## src/rtl/fp_pkg.sv

```systemverilog
// Shared FP32 definitions: field layout, bias, integer limits, flag indices
// and the converter state encoding.
package fp_pkg;

    localparam int unsigned FP_W      = 32;
    localparam int unsigned INT_W     = 32;
    localparam int unsigned EXP_W     = 8;
    localparam int unsigned FRAC_W    = 23;
    localparam int unsigned UE_W      = EXP_W + 1;   // signed unbiased exponent
    localparam int unsigned SIGN_POS  = 31;
    localparam int unsigned EXP_LSB   = 23;
    localparam int unsigned BIAS      = 127;
    localparam int unsigned EXP_MAX   = 255;

    localparam logic [INT_W-1:0] INT32_MAX = 32'h7FFF_FFFF;
    localparam logic [INT_W-1:0] INT32_MIN = 32'h8000_0000;

    localparam int unsigned FLAG_W        = 3;
    localparam int unsigned FLAG_INVALID  = 2;
    localparam int unsigned FLAG_OVERFLOW = 1;
    localparam int unsigned FLAG_INEXACT  = 0;

    // Shift count: at most |0-23| = 23
    localparam int unsigned CNT_W = 5;

    typedef enum logic [2:0] {
        IDLE,
        DECODE,
        SHIFT,
        PACK,
        DONE
    } state_t;

endpackage

```

## src/rtl/fp32_unpack.sv

```systemverilog
// Combinational FP32 field split and classification.
// Ports:
//   i_data        FP32 word
//   o_sign_c      sign bit
//   o_exp_c       biased exponent
//   o_frac_c      fraction field
//   o_is_nan_c    exponent all ones, fraction nonzero
//   o_is_inf_c    exponent all ones, fraction zero
//   o_is_zero_c   exponent and fraction zero (either sign)
//   o_is_denorm_c exponent zero, fraction nonzero
//   o_unb_exp_c   exponent minus bias, signed
module fp32_unpack
    import fp_pkg::*;
(
    input  logic [FP_W-1:0]          i_data,
    output logic                     o_sign_c,
    output logic [EXP_W-1:0]         o_exp_c,
    output logic [FRAC_W-1:0]        o_frac_c,
    output logic                     o_is_nan_c,
    output logic                     o_is_inf_c,
    output logic                     o_is_zero_c,
    output logic                     o_is_denorm_c,
    output logic signed [UE_W-1:0]   o_unb_exp_c
);

    logic w_exp_max;
    logic w_exp_zero;
    logic w_frac_zero;

    // Field split and classification
    always_comb begin
        o_sign_c      = i_data[SIGN_POS];
        o_exp_c       = i_data[EXP_LSB +: EXP_W];
        o_frac_c      = i_data[FRAC_W-1:0];
        w_exp_max     = (o_exp_c == EXP_W'(EXP_MAX));
        w_exp_zero    = (o_exp_c == '0);
        w_frac_zero   = (o_frac_c == '0);
        o_is_nan_c    = w_exp_max && !w_frac_zero;
        o_is_inf_c    = w_exp_max && w_frac_zero;
        o_is_zero_c   = w_exp_zero && w_frac_zero;
        o_is_denorm_c = w_exp_zero && !w_frac_zero;
        o_unb_exp_c   = signed'(UE_W'({1'b0, o_exp_c}) - UE_W'(BIAS));
    end

endmodule

```

## src/rtl/fp32_to_int_seq.sv

```systemverilog
// Multi-cycle FP32 -> signed int32 converter, round toward zero, saturating.
// The mantissa is walked into place SHIFT_STEP bits per cycle.
// Ports:
//   clk, rst_n          clock, async active-low reset
//   in_valid/in_ready   input handshake (ready only in IDLE)
//   in_data             FP32 operand
//   out_valid/out_ready output handshake
//   out_data            two's-complement result
//   out_flags           {invalid, overflow, inexact}
module fp32_to_int_seq
    import fp_pkg::*;
#(
    parameter int unsigned SHIFT_STEP = 1
) (
    input  logic                 clk,
    input  logic                 rst_n,
    input  logic                 in_valid,
    output logic                 in_ready,
    input  logic [FP_W-1:0]      in_data,
    output logic                 out_valid,
    input  logic                 out_ready,
    output logic [INT_W-1:0]     out_data,
    output logic [FLAG_W-1:0]    out_flags
);

    if (!(SHIFT_STEP == 1 || SHIFT_STEP == 2 || SHIFT_STEP == 4 || SHIFT_STEP == 8)) begin : g_step_chk
        $error("SHIFT_STEP must be 1, 2, 4 or 8");
    end

    localparam logic [CNT_W-1:0]        STEP     = CNT_W'(SHIFT_STEP);
    localparam logic signed [UE_W-1:0]  E_FRAC   = UE_W'(FRAC_W);
    localparam logic signed [UE_W-1:0]  E_SAT    = UE_W'(INT_W - 1);
    localparam logic [EXP_W-1:0]        EXP_MINF = EXP_W'(BIAS + INT_W - 1);

    state_t                 r_state, w_state_nxt;
    logic [FP_W-1:0]        r_data,  w_data_nxt;
    logic [INT_W-1:0]       r_mag,   w_mag_nxt;
    logic                   r_neg,   w_neg_nxt;
    logic [CNT_W-1:0]       r_cnt,   w_cnt_nxt;
    logic                   r_left,  w_left_nxt;
    logic                   r_sticky, w_sticky_nxt;
    logic [FLAG_W-1:0]      r_flags, w_flags_nxt;
    logic                   r_in_ready, w_in_ready_nxt;
    logic                   r_out_valid, w_out_valid_nxt;
    logic [INT_W-1:0]       r_out_data, w_out_data_nxt;
    logic [FLAG_W-1:0]      r_out_flags, w_out_flags_nxt;

    logic                   w_sign;
    logic [EXP_W-1:0]       w_exp;
    logic [FRAC_W-1:0]      w_frac;
    logic                   w_is_nan, w_is_inf, w_is_zero, w_is_denorm;
    logic signed [UE_W-1:0] w_unb;

    logic [CNT_W-1:0]       w_amt;
    logic [CNT_W-1:0]       w_cnt_dec;
    logic [INT_W-1:0]       w_mask;
    logic [UE_W-1:0]        w_kdiff;

    fp32_unpack u_unpack (
        .i_data        (r_data),
        .o_sign_c      (w_sign),
        .o_exp_c       (w_exp),
        .o_frac_c      (w_frac),
        .o_is_nan_c    (w_is_nan),
        .o_is_inf_c    (w_is_inf),
        .o_is_zero_c   (w_is_zero),
        .o_is_denorm_c (w_is_denorm),
        .o_unb_exp_c   (w_unb)
    );

    // State register
    always_ff @(posedge clk or negedge rst_n) begin
        if (!rst_n) r_state <= IDLE;
        else        r_state <= w_state_nxt;
    end

    // Next-state and datapath next values
    always_comb begin
        w_state_nxt     = r_state;
        w_data_nxt      = r_data;
        w_mag_nxt       = r_mag;
        w_neg_nxt       = r_neg;
        w_cnt_nxt       = r_cnt;
        w_left_nxt      = r_left;
        w_sticky_nxt    = r_sticky;
        w_flags_nxt     = r_flags;
        w_out_valid_nxt = r_out_valid;
        w_out_data_nxt  = r_out_data;
        w_out_flags_nxt = r_out_flags;

        w_amt     = (r_cnt < STEP) ? r_cnt : STEP;
        w_cnt_dec = r_cnt - w_amt;
        w_mask    = (INT_W'(1) << w_amt) - INT_W'(1);
        w_kdiff   = (w_unb >= E_FRAC) ? UE_W'(w_unb - E_FRAC) : UE_W'(E_FRAC - w_unb);

        case (r_state)
            IDLE: begin
                if (in_valid) begin
                    w_data_nxt  = in_data;
                    w_state_nxt = DECODE;
                end
            end

            DECODE: begin
                w_neg_nxt    = 1'b0;
                w_flags_nxt  = '0;
                w_sticky_nxt = 1'b0;
                w_cnt_nxt    = '0;
                w_left_nxt   = 1'b0;
                w_state_nxt  = PACK;
                if (w_is_nan) begin
                    w_mag_nxt                  = INT32_MIN;
                    w_flags_nxt[FLAG_INVALID]  = 1'b1;
                end else if (w_is_inf) begin
                    w_mag_nxt                  = w_sign ? INT32_MIN : INT32_MAX;
                    w_flags_nxt[FLAG_OVERFLOW] = 1'b1;
                end else if (w_is_zero || w_is_denorm || w_unb[UE_W-1]) begin
                    // |x| < 1 truncates to zero; only a true zero is exact
                    w_mag_nxt                 = '0;
                    w_flags_nxt[FLAG_INEXACT] = !w_is_zero;
                end else if (w_unb >= E_SAT) begin
                    // -2^31 is the one exactly representable value in this range
                    if (w_sign && (w_exp == EXP_MINF) && (w_frac == '0)) begin
                        w_mag_nxt = INT32_MIN;
                    end else begin
                        w_mag_nxt                  = w_sign ? INT32_MIN : INT32_MAX;
                        w_flags_nxt[FLAG_OVERFLOW] = 1'b1;
                    end
                end else begin
                    w_mag_nxt  = INT_W'({1'b1, w_frac});
                    w_neg_nxt  = w_sign;
                    w_left_nxt = (w_unb >= E_FRAC);
                    w_cnt_nxt  = CNT_W'(w_kdiff);
                    if (w_kdiff != '0) w_state_nxt = SHIFT;
                end
            end

            SHIFT: begin
                if (r_left) begin
                    w_mag_nxt = r_mag << w_amt;
                end else begin
                    w_mag_nxt    = r_mag >> w_amt;
                    w_sticky_nxt = r_sticky | (|(r_mag & w_mask));
                end
                w_cnt_nxt = w_cnt_dec;
                if (w_cnt_dec == '0) w_state_nxt = PACK;
            end

            PACK: begin
                w_out_data_nxt  = r_neg ? (INT_W'(0) - r_mag) : r_mag;
                w_out_flags_nxt = r_flags | {{(FLAG_W-1){1'b0}}, r_sticky};
                w_out_valid_nxt = 1'b1;
                w_state_nxt     = DONE;
            end

            DONE: begin
                if (out_ready) begin
                    w_out_valid_nxt = 1'b0;
                    w_state_nxt     = IDLE;
                end
            end

            default: w_state_nxt = IDLE;
        endcase

        w_in_ready_nxt = (w_state_nxt == IDLE);
    end

    // Datapath and output registers
    always_ff @(posedge clk or negedge rst_n) begin
        if (!rst_n) begin
            r_data      <= '0;
            r_mag       <= '0;
            r_neg       <= 1'b0;
            r_cnt       <= '0;
            r_left      <= 1'b0;
            r_sticky    <= 1'b0;
            r_flags     <= '0;
            r_in_ready  <= 1'b1;
            r_out_valid <= 1'b0;
            r_out_data  <= '0;
            r_out_flags <= '0;
        end else begin
            r_data      <= w_data_nxt;
            r_mag       <= w_mag_nxt;
            r_neg       <= w_neg_nxt;
            r_cnt       <= w_cnt_nxt;
            r_left      <= w_left_nxt;
            r_sticky    <= w_sticky_nxt;
            r_flags     <= w_flags_nxt;
            r_in_ready  <= w_in_ready_nxt;
            r_out_valid <= w_out_valid_nxt;
            r_out_data  <= w_out_data_nxt;
            r_out_flags <= w_out_flags_nxt;
        end
    end

    assign in_ready  = r_in_ready;
    assign out_valid = r_out_valid;
    assign out_data  = r_out_data;
    assign out_flags = r_out_flags;

endmodule

```

## config.mk

```make
export PLATFORM = sky130hd
export DESIGN_NAME = fp32_to_int_seq
export DESIGN_NICKNAME = d
export VERILOG_FILES = /design/src/rtl/fp_pkg.sv /design/src/rtl/fp32_unpack.sv /design/src/rtl/fp32_to_int_seq.sv
export SDC_FILE = /design/constraint.sdc
export NUM_CORES = 1
export LEC_CHECK = 0
export ABC_CLOCK_PERIOD_IN_PS = 4300
export CAP_MARGIN = 0
export CORE_ASPECT_RATIO = 1.75
export CORE_MARGIN = 2
export CORE_UTILIZATION = 25
export DETAILED_ROUTE_END_ITERATION = 8
export PLACE_DENSITY_LB_ADDON = 0.05
export SLEW_MARGIN = 25
export SYNTH_ARGS = -nofsm -noshare
export SYNTH_HDL_FRONTEND = slang
export SYNTH_SLANG_ARGS = --single-unit
```

## constraint.sdc

```tcl
create_clock -name clk -period 4.3 [get_ports clk]
set_input_delay 0.86 -clock clk [delete_from_list [all_inputs] [get_ports clk]]
set_output_delay 0.86 -clock clk [all_outputs]
set_load 0.05 [all_outputs]
```

Word-level counts from Yosys, hierarchy flattened. Index checks and enable logic that the tools add are counted.

Equal/unequal tests: 8. Shift operators: 3. Bitwise logic cells: 3. Add/sub/neg operators: 6. Order comparisons: 3. Reductions and logical operators: 22. Multiplexer cells: 45.

Operators by type and width (count): $mux 32 (8); $pmux 32 s2 (1); $and 32x32->32 (1); $reduce_or 32->1 (1); $shl 1x5->32 const A (1); $shl 32x5->32 (1); $shr 32x5->32 (1); $sub 1x32->32 const A (1); $sub 32x2->32 const B (1); $mux 5 (5); $logic_not 23->1 (1); $mux 3 (7); $ge 9x6->1 const B (2); $mux 1 (18); $eq 8x8->1 const B (2); $pmux 3 s5 (1); $pmux 5 s2 (1); $mux 9 (1); $reduce_bool 9->1 (1); $sub 6x9->9 const A (1); $sub 8x7->9 const B (1); $sub 9x6->9 const B (1); $logic_not 8->1 (1); $eq 3x2->1 const B (2); 16 further kinds (29).

Output and inout bits: 37. Flip-flop bits (word level): 115. Logic and storage cells: 102. Input port bits: 36.

Longest topological paths before layout.
Depth after elaboration: 11. Gate-level depth with buffers: 11. Mapped depth without buffers: 11.

Modules after synthesis. From an unflattened synthesis, not the netlist that was laid out.

Cells, all modules: 696. Area, all modules: 6648.9 µm².

By module, submodules not included: fp32_to_int_seq (cells each 624, sequential area each 2879.0 µm², area each 6144.6 µm², instances 1); fp32_unpack (cells each 72, sequential area each 0.0 µm², area each 504.2 µm², instances 1).

Least setup slack after synthesis. No wires, ideal clock.

Path type: flip-flop to flip-flop. Start point: reg r_data[24]. End point: reg r_state[0]. Buffers on the path: 0. Arrival: 2.583 ns. Period minus slack after synthesis: 2.678 ns. Stages on the path, launching flop included: 12. Setup time: 0.095 ns. Required time: 4.205 ns. Setup slack: 1.622 ns. Cells stage by stage: dfrtp_1 > ha_1 > nand2_1 > xor2_2 > inv_1 > ha_1 > a41oi_1 > o21ai_0 > o21ai_2 > o211ai_1 > a221o_1 > o31ai_1.

Longest elaborated chain between the ends: 10. Elaborated cells between the ends (all ways): 21. Those cells by class: add/sub (3); order compare (2); eq/ne (1); mux (7); reduce/logical (8).

Ends and longest elaborated chain: start: declaration (RTL line fp32_to_int_seq.sv:36) `logic [FP_W-1:0] r_data, w_data_nxt;`; start signal: assignment (RTL line fp32_to_int_seq.sv:184) `r_data <= w_data_nxt;`; $sub 8x7->9 (RTL line fp32_unpack.sv:42) `o_unb_exp_c = signed'(UE_W'({1'b0, o_exp_c}) - UE_W'(BIAS));`; $sub 6x9->9 (tied with other cells) (RTL line fp32_to_int_seq.sv:94) `w_kdiff = (w_unb >= E_FRAC) ? UE_W'(w_unb - E_FRAC) : UE_W'(E_FRAC - w_unb);`; $mux 9 (RTL line fp32_to_int_seq.sv:94); $reduce_bool 9->1 (RTL line fp32_to_int_seq.sv:134) `if (w_kdiff != '0) w_state_nxt = SHIFT;`; $mux 1 (RTL line fp32_to_int_seq.sv:134); $mux 3 (RTL line fp32_to_int_seq.sv:121) `end else if (w_unb >= E_SAT) begin`; $mux 3 (RTL line fp32_to_int_seq.sv:117) `end else if (w_is_zero || w_is_denorm || w_unb[UE_W-1]) begin`; $mux 3 (RTL line fp32_to_int_seq.sv:114) `end else if (w_is_inf) begin`; $mux 3 (*) (RTL line fp32_to_int_seq.sv:111) `if (w_is_nan) begin`; $pmux 3 s5 (*) (RTL line fp32_to_int_seq.sv:96) `case (r_state)`; net w_state_nxt[0] (RTL line fp32_to_int_seq.sv:35) `state_t r_state, w_state_nxt;`; end signal: assignment (RTL line fp32_to_int_seq.sv:74) `else r_state <= w_state_nxt;`; end: declaration (RTL line fp32_to_int_seq.sv:35).

The timed path passes the listed nets; every way through them passes the cells marked *. A chain may end at the register's enable or synchronous reset.

Worst setup path after layout.
Start point: reg r_data[25]. End point: reg r_state[0].

Same word-level chain as after synthesis.

==> results_dict.tcl <==
set metrics [dict create \
    outcome "finished clean" \
    synth-async-reset-ratio_pct 100 \
    dp_hpwl_mm 15.5 \
    num_antenna_cells 0 \
    viasPerCell 5.02 \
    postSynthAreaPerCell_sq_um 9.29 \
    critPathTopFamily "compound AO/OA/AOI/OAI gates" \
    die_area_sq_um 27100 \
    crit_top_cell "ha_1" \
    grt_max_degree 70 \
    synth_nets 740 \
    grt_pass1_wl_mm 32.7 \
    synth-seq-area-share_pct 44.7 \
    slowest_stage "dfrtp_1" \
    ys_types 65 \
    cp_cell_sequence "ha_1 -> nand2_1 -> xor2_2 -> inv_1 -> ha_1 -> a41oi_1 -> o21ai_0 -> o21ai_2 -> o211ai_1 -> a221o_1 -> o31ai_1" \
    fillers 2651 \
    cts_buffers 17 \
    die_h_um 216 \
    hold_violations 0 \
    cp-start-kind "flip-flop" \
    cts_sinks 115 \
    syn_inst 693 \
    fp-row-count 77 \
    max-cap-violations 0 \
    r2r_end "r_state[0]" \
    vias 5394 \
    core_area_sq_um 25300 \
    post_cts_buffers 0 \
    slew_violations 0 \
    wire_per_inst_um 19.5 \
    worst_ep_required_time_ns 4.64 \
    area_growth_pct 25.0 \
    route.detailed.drc 0 \
    fmax_mhz 308 \
    place.gp.congestion 0.807 \
    antenna_left 0 \
    synth_edf_count 0 \
    ff_latch_area_sq_um 2880 \
    yosysWarnings 0 \
    routed_wl_mm 20.9 \
    power.density_nw_per_um2 880 \
    timing.final.crit_share_pct 75.5 \
    finalNetCount 792 \
    synth_ff_type "dfrtp_1" \
    crit_type "flip-flop to flip-flop" \
    postCtsHoldBufs 0 \
    setup_tns_ns 0 \
    port-buffer-count 72 \
    grt_pass1_vias 5584 \
    clk_latency_ns 0.44 \
    rsz0062_at_grt "no" \
    slowest_delay_ns 0.47 \
    grt_usage_pct 16.0 \
    vdd_drop_max_uv 438 \
    cp-end-kind "flip-flop" \
    worstReg2RegStart "r_data[25]" \
    instances_no_fill 1074 \
    antenna_found_initial 0 \
    drive_gt1_share_pct 12.1 \
    finalCriticalPeriod_ns 3.25 \
    grt-ovfl-total 0 \
    skew_ns 0.0104 \
    first_iter_violations 206 \
    cts_htree_levels 4 \
    setup_viol 0 \
    synthesis.area_sq_um 6440 \
    initial_core_util_pct 25.4 \
    ioPinCount 73 \
    reg2reg_setup_slack_ns 1.05 \
    clockBufferDepth 2 \
    tritoncts "built" \
    dp.cells 1042 \
    multi_input_comb_area_sq_um 3300 \
    worstPathArrival_ns 3.58 \
    cts_resized 0 \
    crit_fanout 10 \
    cts-root-buf "clkbuf_16" \
    slew_headroom_pct 48.8 \
    hold_path_class "primary input to async pin" \
    crit_buf_inv 1 \
    first_pass_iters 4 \
    tightest_slew_ns 0.757 \
    synth_seq_cells 115 \
    power_leakage_nw 3.23 \
    die-width_um 125 \
    path_clk_slew_ns 0.06 \
    r2r_cells 11 \
]
-- cell families (layout without fill, tap and decap cells) --
| kind of cell | Yosys count | count (layout) | share of synthesized area, % |
|---|---|---|---|
| compound gates | 186 | 186 | 18.6 |
| xor+xnor | 39 | 39 | 5.42 |
| fa+ha+maj | 11 | 11 | 2.14 |
| buf+inv | 67 | 132 | 4.25 |
| flops | 115 | 115 | 44.7 |
| mux | 50 | 50 | 8.39 |
| simple gates | 225 | 225 | 16.5 |
-- layout by cell type, fill, tap and decap left out, drive strengths merged, types with 8 or more instances in the layout --
| cell | count |
|---|---|
| buf | 15 |
| nor3 | 8 |
| nor2 | 53 |
| nor4 | 16 |
| dfrtp | 114 |
| xor2 | 33 |
| o21ai | 73 |
| o221ai | 11 |
| clkdlybuf4s50 | 71 |
| a22oi | 9 |
| inv | 14 |
| nand2 | 88 |
| ha | 11 |
| nand3 | 22 |
| a21oi | 33 |
| mux2 | 32 |
| a22o | 10 |
| clkbuf | 22 |
| o31ai | 8 |
| mux2i | 18 |
-- metrics by stage --
step / instance area, sq um / hold slack (ns) / power, W / util [%] / setup slack [ns]
after floorplan: 6440 / 0.445 / 0.00444 / - / 1.62
after global placement: 7440 / 0.464 / 0.00564 / 29.4 / 1.21
after detailed placement: 7450 / 0.470 / 0.00568 / 29.4 / 1.10
after CTS: 8050 / 0.482 / 0.00719 / 31.8 / 1.04
after global routing: 8050 / 0.493 / 0.00761 / 31.8 / 0.798
final: 8050 / 0.476 / 0.00708 / 31.8 / 1.05
-- final cells by class --
type                       count  share of cell area (%)
sequential                   115                    35.8
tap                          316                    4.91
clock inverter                10                    1.62
inverter                      14                   0.653
timing repair buffer          86                    10.2
clock buffer                  22                    5.89
multi-input combinational    511                    40.9
-- routing by layer --
layer	wire length [um]	share of wire [%]	GRT usage, %
met4	602	2.9	8.00
met3	718	3.4	3.14
met1	7810	37	16.4
met2	11800	56	30.3
met5	0	0	0
-- report_power, final --
part,switching [W],leakage [nW],internal [W]
clock network,0.000523,0.296,0.000950
logic,0.00216,1.48,0.00131
registers,0.000593,1.45,0.00154
total,0.00328,3.23,0.00380
-- how the worst max path moves through the flow --
stage	depth (start not counted)	slack, ns	to	startpoint
global route	11	0.80	r_state[0]	r_data[25]
detailed placement	11	1.10	r_state[0]	r_data[25]
floorplan	11	1.62	r_state[0]	r_data[24]
CTS	11	1.04	r_state[0]	r_data[25]
global placement	11	1.21	r_state[0]	r_data[25]
finish	11	1.05	r_state[0]	r_data[25]
-- synthesized netlist by cell type, types with 2 or more instances --
cell | instances | area (sq um)
inv_1 | 13 | 48.8
buf_1 | 3 | 11.3
a221o_1 | 2 | 20.0
a221oi_1 | 2 | 17.5
o22ai_1 | 2 | 12.5
nor3_1 | 8 | 40.0
nand4_1 | 5 | 31.3
buf_6 | 2 | 22.5
mux2_2 | 32 | 360
nor4b_1 | 2 | 17.5
a22o_1 | 10 | 87.6
a211oi_1 | 5 | 37.5
a21oi_1 | 33 | 165
buf_2 | 5 | 25.0
mux2i_1 | 18 | 180
nor2_1 | 53 | 199
clkbuf_1 | 42 | 158
nor2b_1 | 4 | 25.0
o21a_1 | 3 | 22.5
nand2_1 | 88 | 330
xor2_1 | 32 | 280
a21bo_2 | 2 | 20.0
o21ai_0 | 71 | 355
xnor2_1 | 6 | 52.6
and4_1 | 2 | 17.5
and3_1 | 3 | 18.8
o221ai_1 | 11 | 96.3
nor3b_1 | 2 | 15.0
o31ai_1 | 8 | 60.1
nand2b_1 | 3 | 18.8
o211ai_1 | 7 | 52.6
nor4_1 | 15 | 93.8
or3_1 | 7 | 43.8
ha_1 | 11 | 138
nand3b_1 | 2 | 15.0
nand3_1 | 21 | 105
o41ai_1 | 6 | 52.6
a22oi_1 | 9 | 67.6
dfrtp_1 | 114 | 2850
a31oi_1 | 3 | 18.8
and2_1 | 2 | 12.5
-- registers in the layout (all words and copies together) (netlist names) --
register   count
in_ready       1
r_mag         32
r_state        3
out_valid      1
out_data      32
out_flags      3
r_sticky       1
r_data        32
r_neg          1
r_cnt          5
r_flags        3
r_left         1
No activity file was read; power rests on OpenSTA's default activity.
